`config.mk`:
```
export PLATFORM = sky130hd
export DESIGN_NAME = sdram_master_arb
export DESIGN_NICKNAME = d
export VERILOG_FILES = /design/src/rtl/sdram_master_arb.sv
export SDC_FILE = /design/constraint.sdc
export NUM_CORES = 1
export LEC_CHECK = 0
export CAP_MARGIN = 10
export CORE_AREA = 2 2 157 159
export CTS_CLUSTER_SIZE = 28
export DETAILED_ROUTE_END_ITERATION = 8
export DIE_AREA = 0 0 159 161
export PLACE_DENSITY_LB_ADDON = 0.15
export SETUP_SLACK_MARGIN = 0.3
export SLEW_MARGIN = 10
export SYNTH_ARGS = -nofsm -noshare
export SYNTH_HDL_FRONTEND = slang
export SYNTH_SLANG_ARGS = --single-unit
```
`constraint.sdc`:
```
create_clock -name clk -period 3 [get_ports clk]
set_clock_uncertainty 0.05 [all_clocks]
set_input_delay 0.45 -clock clk [delete_from_list [all_inputs] [get_ports clk]]
set_output_delay 0.45 -clock clk [all_outputs]
set_load 0.02 [all_outputs]
```
`src/rtl/sdram_master_arb.sv`:
```
// Purpose: round-robin share of one SDRAM Avalon-MM master among N_REQ accelerator masters; read responses return in order via a tag FIFO.
// Latency: 1 cycle arbitration (IDLE) then combinational forwarding while granted; read data/valid routed combinationally to the issuer.
// Backpressure: m_waitrequest, or a full tag FIFO for reads, holds the granted requester; others see waitrequest. Optional macro ARB_HOLD_EN keeps the grant for streaming.
module sdram_master_arb #(
  parameter int N_REQ     = 4,
  parameter int AW        = 32,
  parameter int DW        = 32,
  parameter int MAX_OUTST = 4
) (
  input  logic                         clk,
  input  logic                         rst_n,
  input  logic [N_REQ*AW-1:0]          r_address,
  input  logic [N_REQ-1:0]             r_read,
  input  logic [N_REQ-1:0]             r_write,
  input  logic [N_REQ*DW-1:0]          r_writedata,
  output logic [N_REQ-1:0]             r_waitrequest,
  output logic [DW-1:0]                r_readdata,
  output logic [N_REQ-1:0]             r_readdatavalid,
  output logic [AW-1:0]                m_address,
  output logic                         m_read,
  output logic                         m_write,
  output logic [DW-1:0]                m_writedata,
  input  logic                         m_waitrequest,
  input  logic [DW-1:0]                m_readdata,
  input  logic                         m_readdatavalid,
  output logic [$clog2(MAX_OUTST):0]   outst_cnt,
  output logic                         rsp_err
);

  localparam int GW = (N_REQ > 1) ? $clog2(N_REQ) : 1;
  localparam int PW = (MAX_OUTST > 1) ? $clog2(MAX_OUTST) : 1;
  localparam int CW = $clog2(MAX_OUTST) + 1;

  typedef enum logic {IDLE, GRANT} state_t;

  state_t          state_q, state_d;
  logic [GW-1:0]   grant_q, grant_d;
  logic [GW-1:0]   last_q, last_d;
  logic [GW-1:0]   pick;
  logic [GW-1:0]   idx;
  logic [N_REQ-1:0] req;
  logic            gnt_rd, gnt_wr, gnt_req;
  logic            accept, push, pop;
  logic            fifo_full, fifo_empty;

  logic [GW-1:0]   tag_q [MAX_OUTST];
  logic [PW-1:0]   wr_ptr_q, rd_ptr_q;
  logic [CW-1:0]   cnt_q;
  logic            rsp_err_q;

`ifdef ARB_HOLD_EN
  // Number of accepts made under the current grant; nonzero also marks that last must move on release.
  logic [5:0]      hold_cnt_q, hold_cnt_d;
`endif

  // A read+write requester counts once; the read wins later.
  assign req        = r_read | r_write;
  assign gnt_rd     = r_read[grant_q];
  assign gnt_wr     = r_write[grant_q];
  assign gnt_req    = req[grant_q];
  assign fifo_empty = (cnt_q == '0);
  assign fifo_full  = (cnt_q == CW'(MAX_OUTST));

  // Round-robin search starting just after the last served requester; the descending loop lets the nearest one win.
  always_comb begin
    pick = '0;
    idx  = '0;
    for (int k = N_REQ; k >= 1; k--) begin
      idx = GW'((int'(last_q) + k) % N_REQ);
      if (req[idx]) pick = idx;
    end
  end

  // Arbitration FSM next state plus combinational forwarding of the granted requester to the SDRAM port.
  always_comb begin
    state_d       = state_q;
    grant_d       = grant_q;
    last_d        = last_q;
    m_address     = '0;
    m_writedata   = '0;
    m_read        = 1'b0;
    m_write       = 1'b0;
    r_waitrequest = '1;
    accept        = 1'b0;
    push          = 1'b0;
`ifdef ARB_HOLD_EN
    hold_cnt_d    = hold_cnt_q;
`endif
    case (state_q)
      IDLE: begin
`ifdef ARB_HOLD_EN
        hold_cnt_d = '0;
`endif
        if (|req) begin
          grant_d = pick;
          state_d = GRANT;
        end
      end
      GRANT: begin
        for (int i = 0; i < N_REQ; i++) begin
          if (grant_q == GW'(i)) begin
            m_address   = r_address[i*AW +: AW];
            m_writedata = r_writedata[i*DW +: DW];
          end
        end
        m_read  = gnt_rd & ~fifo_full;
        m_write = gnt_wr & ~gnt_rd;
        r_waitrequest[grant_q] = m_waitrequest | (gnt_rd & fifo_full);
        accept  = (m_read | m_write) & ~m_waitrequest;
        push    = m_read & ~m_waitrequest;
`ifdef ARB_HOLD_EN
        if (!gnt_req) begin
          // Release: move priority on only if this grant actually did work.
          state_d    = IDLE;
          hold_cnt_d = '0;
          if (hold_cnt_q != '0) last_d = grant_q;
        end else if (accept) begin
          if (hold_cnt_q == 6'd63) begin
            state_d    = IDLE;
            last_d     = grant_q;
            hold_cnt_d = '0;
          end else begin
            hold_cnt_d = hold_cnt_q + 6'd1;
          end
        end
`else
        if (!gnt_req) begin
          // Requester withdrew before being served: keep its priority position.
          state_d = IDLE;
        end else if (accept) begin
          state_d = IDLE;
          last_d  = grant_q;
        end
`endif
      end
      default: state_d = IDLE;
    endcase
  end

  // Arbiter state registers; last starts at N_REQ-1 so requester 0 is first after reset.
  always_ff @(posedge clk) begin
    if (!rst_n) begin
      state_q <= IDLE;
      grant_q <= '0;
      last_q  <= GW'(N_REQ - 1);
`ifdef ARB_HOLD_EN
      hold_cnt_q <= '0;
`endif
    end else begin
      state_q <= state_d;
      grant_q <= grant_d;
      last_q  <= last_d;
`ifdef ARB_HOLD_EN
      hold_cnt_q <= hold_cnt_d;
`endif
    end
  end

  // A response is only routable if a tag is waiting; the full check uses the pre-pop count.
  assign pop = m_readdatavalid & ~fifo_empty;

  // Route readdatavalid to the requester at the head of the tag FIFO.
  always_comb begin
    r_readdatavalid = '0;
    if (pop) r_readdatavalid[tag_q[rd_ptr_q]] = 1'b1;
  end

  assign r_readdata = m_readdata;

  // Tag storage needs no reset; stale entries are never read past the pointers.
  always_ff @(posedge clk) begin
    if (push) tag_q[wr_ptr_q] <= grant_q;
  end

  // Tag FIFO pointers, occupancy and sticky orphan-response flag; reset drops all in-flight tags.
  always_ff @(posedge clk) begin
    if (!rst_n) begin
      wr_ptr_q  <= '0;
      rd_ptr_q  <= '0;
      cnt_q     <= '0;
      rsp_err_q <= 1'b0;
    end else begin
      if (push) wr_ptr_q <= wr_ptr_q + PW'(1);
      if (pop)  rd_ptr_q <= rd_ptr_q + PW'(1);
      case ({push, pop})
        2'b10:   cnt_q <= cnt_q + CW'(1);
        2'b01:   cnt_q <= cnt_q - CW'(1);
        default: cnt_q <= cnt_q;
      endcase
      if (m_readdatavalid && fifo_empty) rsp_err_q <= 1'b1;
    end
  end

  assign outst_cnt = cnt_q;
  assign rsp_err   = rsp_err_q;

endmodule

```
==> results of run 1 <==
[metal layers]
layer	vias up	share of wire
met1	1907	0.37
met2	175	0.54
met4	2	0.017
met3	40	0.068
li1	1757	-
met5	-	0.00069
[critical path, delay by kind of cell (launching register included)]
family | cells | cell delay [ps]
buffers and inverters | 2 | 770
muxes | 1 | 540
DFF | 1 | 430
and+or+nand+nor | 1 | 180
[cell usage after synthesis, drive strengths merged, types with 2 or more instances]
cell type / number
dfxtp: 15
buf: 48
xnor2: 3
xor2: 2
ha: 5
nor2b: 2
o21a: 2
edfxtp: 8
o21ai: 6
or3: 3
and2: 75
o211ai: 2
o31ai: 2
nand2: 7
nor2: 5
a21boi: 3
mux4: 68
clkbuf: 9
nor3: 4
or2: 2
inv: 9
nor4: 2
and3: 3
nand2b: 3
a21oi: 3
[report_power, final]
group	internal, mW	switching [mW]
sequential	0.359	0.0541
clock	0.179	0.109
combinational	0.927	0.616
total	1.47	0.779
[worst min-delay path by stage]
| stage | start | endpoint | slack [ps] | cells past startpoint |
|---|---|---|---|---|
| CTS | wr_ptr_q[1]$_SDFFE_PN0P_ | wr_ptr_q[1]$_SDFFE_PN0P_ | 450 | 2 |
| global placement | rsp_err$_SDFFE_PN0P_ | rsp_err$_SDFFE_PN0P_ | 430 | 2 |
| global route | wr_ptr_q[1]$_SDFFE_PN0P_ | wr_ptr_q[1]$_SDFFE_PN0P_ | 490 | 2 |
| detailed placement | rsp_err$_SDFFE_PN0P_ | rsp_err$_SDFFE_PN0P_ | 440 | 2 |
| floorplan | grant_q[0]$_SDFFE_PN0P_ | tag_q[0][0]$_DFFE_PP_ | 410 | 0 |
| finish | rsp_err$_SDFFE_PN0P_ | rsp_err$_SDFFE_PN0P_ | 450 | 2 |
[stage by stage]
stage	instances	util	power [mW]	instance area (um2)
after floorplan	306	-	1.227	3451
after global placement	932	0.2960	1.942	7093
after detailed placement	932	0.2960	1.957	7093
after CTS	939	0.3016	2.271	7227
after global routing	940	0.3033	2.384	7267
final	941	0.3034	2.245	7269
[sequential cells by signal, summed over array words and instances, names as in the netlist, named ones only]
signal     count
state_q        1
last_q         2
grant_q        2
wr_ptr_q       2
tag_q          8
rd_ptr_q       2
rsp_err        1
outst_cnt      3
[cell families after synthesis]
| kind of cell | after synthesis |
|---|---|
| compound gates | 26 |
| xor+xnor | 5 |
| fa+ha+maj | 6 |
| buf+inv | 66 |
| flops | 23 |
| mux | 69 |
| simple gates | 111 |
[cell type report]
| cell class | count | area (um2) | area share |
|---|---|---|---|
| Tap cell | 324 | 405.4 | 0.05577 |
| Inverter | 9 | 33.78 | 0.004647 |
| Sequential cell | 23 | 551.8 | 0.07590 |
| Antenna cell | 1 | 2.502 | 0.0003442 |
| Multi-Input combinational cell | 217 | 2561 | 0.3523 |
| Timing Repair Buffer | 363 | 3635 | 0.5000 |
| Clock buffer | 3 | 75.07 | 0.01033 |
| Clock inverter | 1 | 5.005 | 0.0006885 |
[what timing repair did]
item,CTS,global route
gates resized for setup,48,9
setup endpoints to repair,69,40
gates cloned,1,0
buffers inserted,2,1
pin swaps,2,0
hold buffers,0,0
==> impl_metrics.tcl, run 1 <==
set metrics [dict create \
    outcome "completed" \
    timing.final.crit_share 0.8982 \
    start_util 0.1440 \
    io_buffers 345 \
    synth_adder_area_share 0.02393 \
    worstSetupStartpoint "grant_q[0]$_SDFFE_PN0P_" \
    grt_pass1_vias 4502 \
    wl_um 18890 \
    core_area_um2 23960 \
    root_buffer "clkbuf_16" \
    cts_tree "done" \
    vdd_ir_drop_max_v 0.0001965 \
    hold_violations 0 \
    holdWs_ps 448.0 \
    critPathMaxStageDelay_ps 540 \
    synthesis.nets 612 \
    yosys.area.top_type "mux4_2" \
    ys_warn_count 0 \
    fin_tns_setup_ps 0 \
    avgSynthCellArea_um2 11.28 \
    drt-initial-drc-count 114 \
    reg2reg_to "outst_cnt[2]$_SDFFE_PN0P_" \
    cpMaxStageDelayCell "mux4_2" \
    drive_gt1_frac 0.1802 \
    crit_type "reg -> out" \
    nets 923 \
    ys_seq_area_frac 0.1566 \
    die_w_um 159 \
    drc 0 \
    clkLatencyLatePin_ps 260 \
    cts_buffers 3 \
    grt_usage 0.1427 \
    layout.cells.most_common "clkdlybuf4s50_1" \
    place_congestion 0.8269 \
    setup_ws_ps 305.3 \
    synth_xor_area_frac 0.01269 \
    io_pins 410 \
    min_period_ps 2695 \
    viasPerCell 4.124 \
    placementRows 57 \
    place_ws_ps -214.2 \
    synthToLayoutAreaGrowth_pct 110.7 \
    synth.ff_latch_count 23 \
    yosys.area.top_type_share 0.4438 \
    die-height_um 161 \
    grt_setup_unrepaired "true" \
    grt_max_degree 45 \
    cap_violations 0 \
    met1_usage 0.1578 \
    synthFlopType "dfxtp_1" \
    netlist_instances 306 \
    p_leak_nw 2.661 \
    drv_slew 0 \
    power_density_nw_per_um2 308.8 \
    final_cell_mix "306 x clkdlybuf4s50_1, 74 x and2_1, 68 x mux4_2" \
    slew_headroom 0.5877 \
    crit_fanout 22 \
    antenna_found_initial 2 \
    clk_pin_slew_ps 60 \
    clock.fmax_mhz 371.1 \
    critical_path.endpoint_type "primary output" \
    grtUsageMet3 0.03749 \
    synth_cell_type_count 45 \
    worstRegToRegCells 10 \
    worstSetupEndpoint "m_address[6]" \
    grt_pass1_wl_um 27640 \
    synth_edf_count 8 \
    crit_required_ps 2500 \
    tightest_slew_ps 618.4 \
    synthSimpleGateAreaFrac 0.1943 \
    grtUsageMet2 0.2737 \
    synth-compound-area-share 0.05511 \
    crit_arrival_ps 2190 \
    cts.sinks 23 \
    async_reset_ff_frac 0 \
    htree_levels 1 \
    setup_viol 0 \
    cts_max_path_buffers 2 \
    synth.area.top_cells "mux4_2 44%, and2_1 14%, dfxtp_1 8.7%" \
    ant_nets 0 \
    synth.area.mux_share 0.4467 \
    ff2ff_setup_slack_ps 380 \
    die_area_um2 25600 \
    crit_chain "buf_16, mux4_2, and2_1, clkdlybuf4s50_1" \
    top_usage_layer "met2" \
    hold_path_class "reg -> reg" \
    dr.pass1.iters 7 \
    synth_top_family_by_area "multiplexers" \
    synthesis.area_um2 3451 \
    worstReg2RegStart "grant_q[0]$_SDFFE_PN0P_" \
    overflow 0 \
    vias 3881 \
    wire_per_inst_um 20.08 \
    start_kind "flop" \
    hpwl_um 16090 \
    n_fill_cell 2537 \
]
Power figures use the tool's default switching activity.
==> run 2, diff against run 1 <==
--- a/config.mk
+++ b/config.mk
@@ -6,4 +6,5 @@
 export NUM_CORES = 1
 export LEC_CHECK = 0
+export ABC_CLOCK_PERIOD_IN_PS = 3000
 export CAP_MARGIN = 10
 export CORE_AREA = 2 2 157 159
==> constraint.sdc (replaced) <==
create_clock -name clk -period 3 [get_ports clk]
set_clock_uncertainty 0.05 [all_clocks]
set_input_delay 0.6 -clock clk [delete_from_list [all_inputs] [get_ports clk]]
set_output_delay 0.6 -clock clk [all_outputs]
set_load 0.02 [all_outputs]
==> run 2 against run 1 <==
Net effect:
- cell count increased by 2.4%
- global-route usage hardly changed
- critical path depth grew 7
- non-clock buffer count is 21 higher
- fmax fell by 1.3%
- die area unchanged
- total power increased by 2.5%
- critical endpoint is now outst_cnt[2]$_SDFFE_PN0P_
==> impl_metrics.tcl, run 2 (synthesis results as in run 1) <==
set metrics [dict create \
    synthToLayoutAreaGrowth_pct 117.8 \
    place_congestion 0.8116 \
    critical_path.endpoint_type "flop" \
    setup_ws_ps 269.3 \
    cts.sinks 23 \
    start_util 0.1440 \
    cap_violations 0 \
    crit_required_ps 3130 \
    hold_path_class "reg -> reg" \
    grtUsageMet2 0.2708 \
    antenna_found_initial 3 \
    wl_um 19110 \
    clkLatencyLatePin_ps 250 \
    holdWs_ps 447.0 \
    largest_register "tag_q" \
    slew_headroom 0.6445 \
    ant_nets 0 \
    placementRows 57 \
    timing.final.crit_share 0.9102 \
    met1_usage 0.1558 \
    die_area_um2 25600 \
    drt-initial-drc-count 99 \
    grt_pass1_vias 4369 \
    p_leak_nw 3.178 \
    grt_pass1_wl_um 27760 \
    critPathMaxStageDelay_ps 510 \
    crit_fanout 3 \
    largest_reg_flops 8 \
    cts_buffers 3 \
    place_ws_ps -448.7 \
    viasPerCell 4.089 \
    top_usage_layer "met2" \
    grtUsageMet3 0.03955 \
    io_pins 410 \
    die-height_um 161 \
    register_area_um2 549.3 \
    finalPower_mw 2.302 \
    crit_type "in -> reg" \
    hpwl_um 15310 \
    cts_tree "done" \
    tightest_slew_ps 533.3 \
    drv_slew 0 \
    drive_gt1_frac 0.2198 \
    multi_input_area_um2 2572 \
    core_area_um2 23960 \
    root_buffer "clkbuf_16" \
    overflow 0 \
    n_fill_cell 2515 \
    clock.fmax_mhz 366.2 \
    crit_chain "clkdlybuf4s15_1, mux4_2, buf_6, and3b_1, inv_2, ha_4, inv_2, fa_2, xor2_2, or3_1, a21boi_1" \
    min_period_ps 2731 \
    wire_per_inst_um 19.82 \
    vdd_ir_drop_max_v 0.0001811 \
    hold_violations 0 \
    placedCellCount 934 \
    grt_usage 0.1424 \
    grt_max_degree 78 \
    io_buffers 345 \
    crit_arrival_ps 2860 \
    clk_pin_slew_ps 60 \
    fin_cells 964 \
    crit_path_frequent_cell "inv_2" \
    power_density_nw_per_um2 306.3 \
    start_kind "input port" \
    outcome "completed" \
    setup_viol 0 \
    drc 0 \
    nets 944 \
    grt_setup_unrepaired "true" \
    htree_levels 1 \
    final_cell_mix "267 x clkdlybuf4s50_1, 74 x and2_1, 68 x mux4_2" \
    layout.cells.most_common "clkdlybuf4s50_1" \
    cts_max_path_buffers 2 \
    die_w_um 159 \
    dr.pass1.iters 4 \
    cpMaxStageDelayCell "mux4_2" \
    vias 3942 \
]
[run 2: routing by layer]
metal | wire (um) | up-vias
met5 | 21 | -
met4 | 447 | 4
met3 | 1454 | 40
met2 | 10310 | 172
met1 | 6878 | 1925
li1 | - | 1801
[run 2: cell type report]
class,instances,share of cell area
timing repair buffer,384,0.5147
tap,324,0.05395
sequential,23,0.07309
antenna,3,0.0009990
inverter,9,0.004496
multi-input combinational,217,0.3423
clock buffer,4,0.01049
[run 2: worst max-delay path: cells and delay by family]
kind / cells / cell delay [ps]
adders and majority gates: 2 / 470
AOI/OAI and AO/OA: 1 / 170
and+or+nand+nor: 2 / 490
muxes: 1 / 510
xor gates and xnor gates: 1 / 160
buffers and inverters: 4 / 450
[run 2: final timing paths]
check,cells after the start,endpoint,slack [ps],start
setup / recovery,11,outst_cnt[2]$_SDFFE_PN0P_,270,r_read[0]
hold / removal,2,rsp_err$_SDFFE_PN0P_,450,rsp_err$_SDFFE_PN0P_
setup reg to reg,11,outst_cnt[2]$_SDFFE_PN0P_,280,grant_q[0]$_SDFFE_PN0P_
hold reg to reg,2,rsp_err$_SDFFE_PN0P_,450,rsp_err$_SDFFE_PN0P_
[run 2: through the flow]
step / util / cell area, um2 / TNS [ps]
after global routing: 0.3134 / 7510 / 0
after detailed placement: 0.2975 / 7128 / -1910
after global placement: 0.2975 / 7128 / -1931
final: 0.3136 / 7515 / 0
after CTS: 0.3063 / 7340 / 0
after floorplan: - / 3468 / 0
[run 2: repair_timing]
action	4_1_cts	5_1_grt
gates cloned	3	0
setup endpoints to repair	75	54
setup buffers	7	13
pin swaps	6	5
hold buffers	0	0
resized for setup	76	53
[run 2: power by group]
part | internal [mW] | total (mW) | switching, mW
Sequential | 0.359 | 0.393 | 0.0337
Clock | 0.181 | 0.285 | 0.103
Combinational | 0.970 | 1.62 | 0.654
Total | 1.51 | 2.30 | 0.791
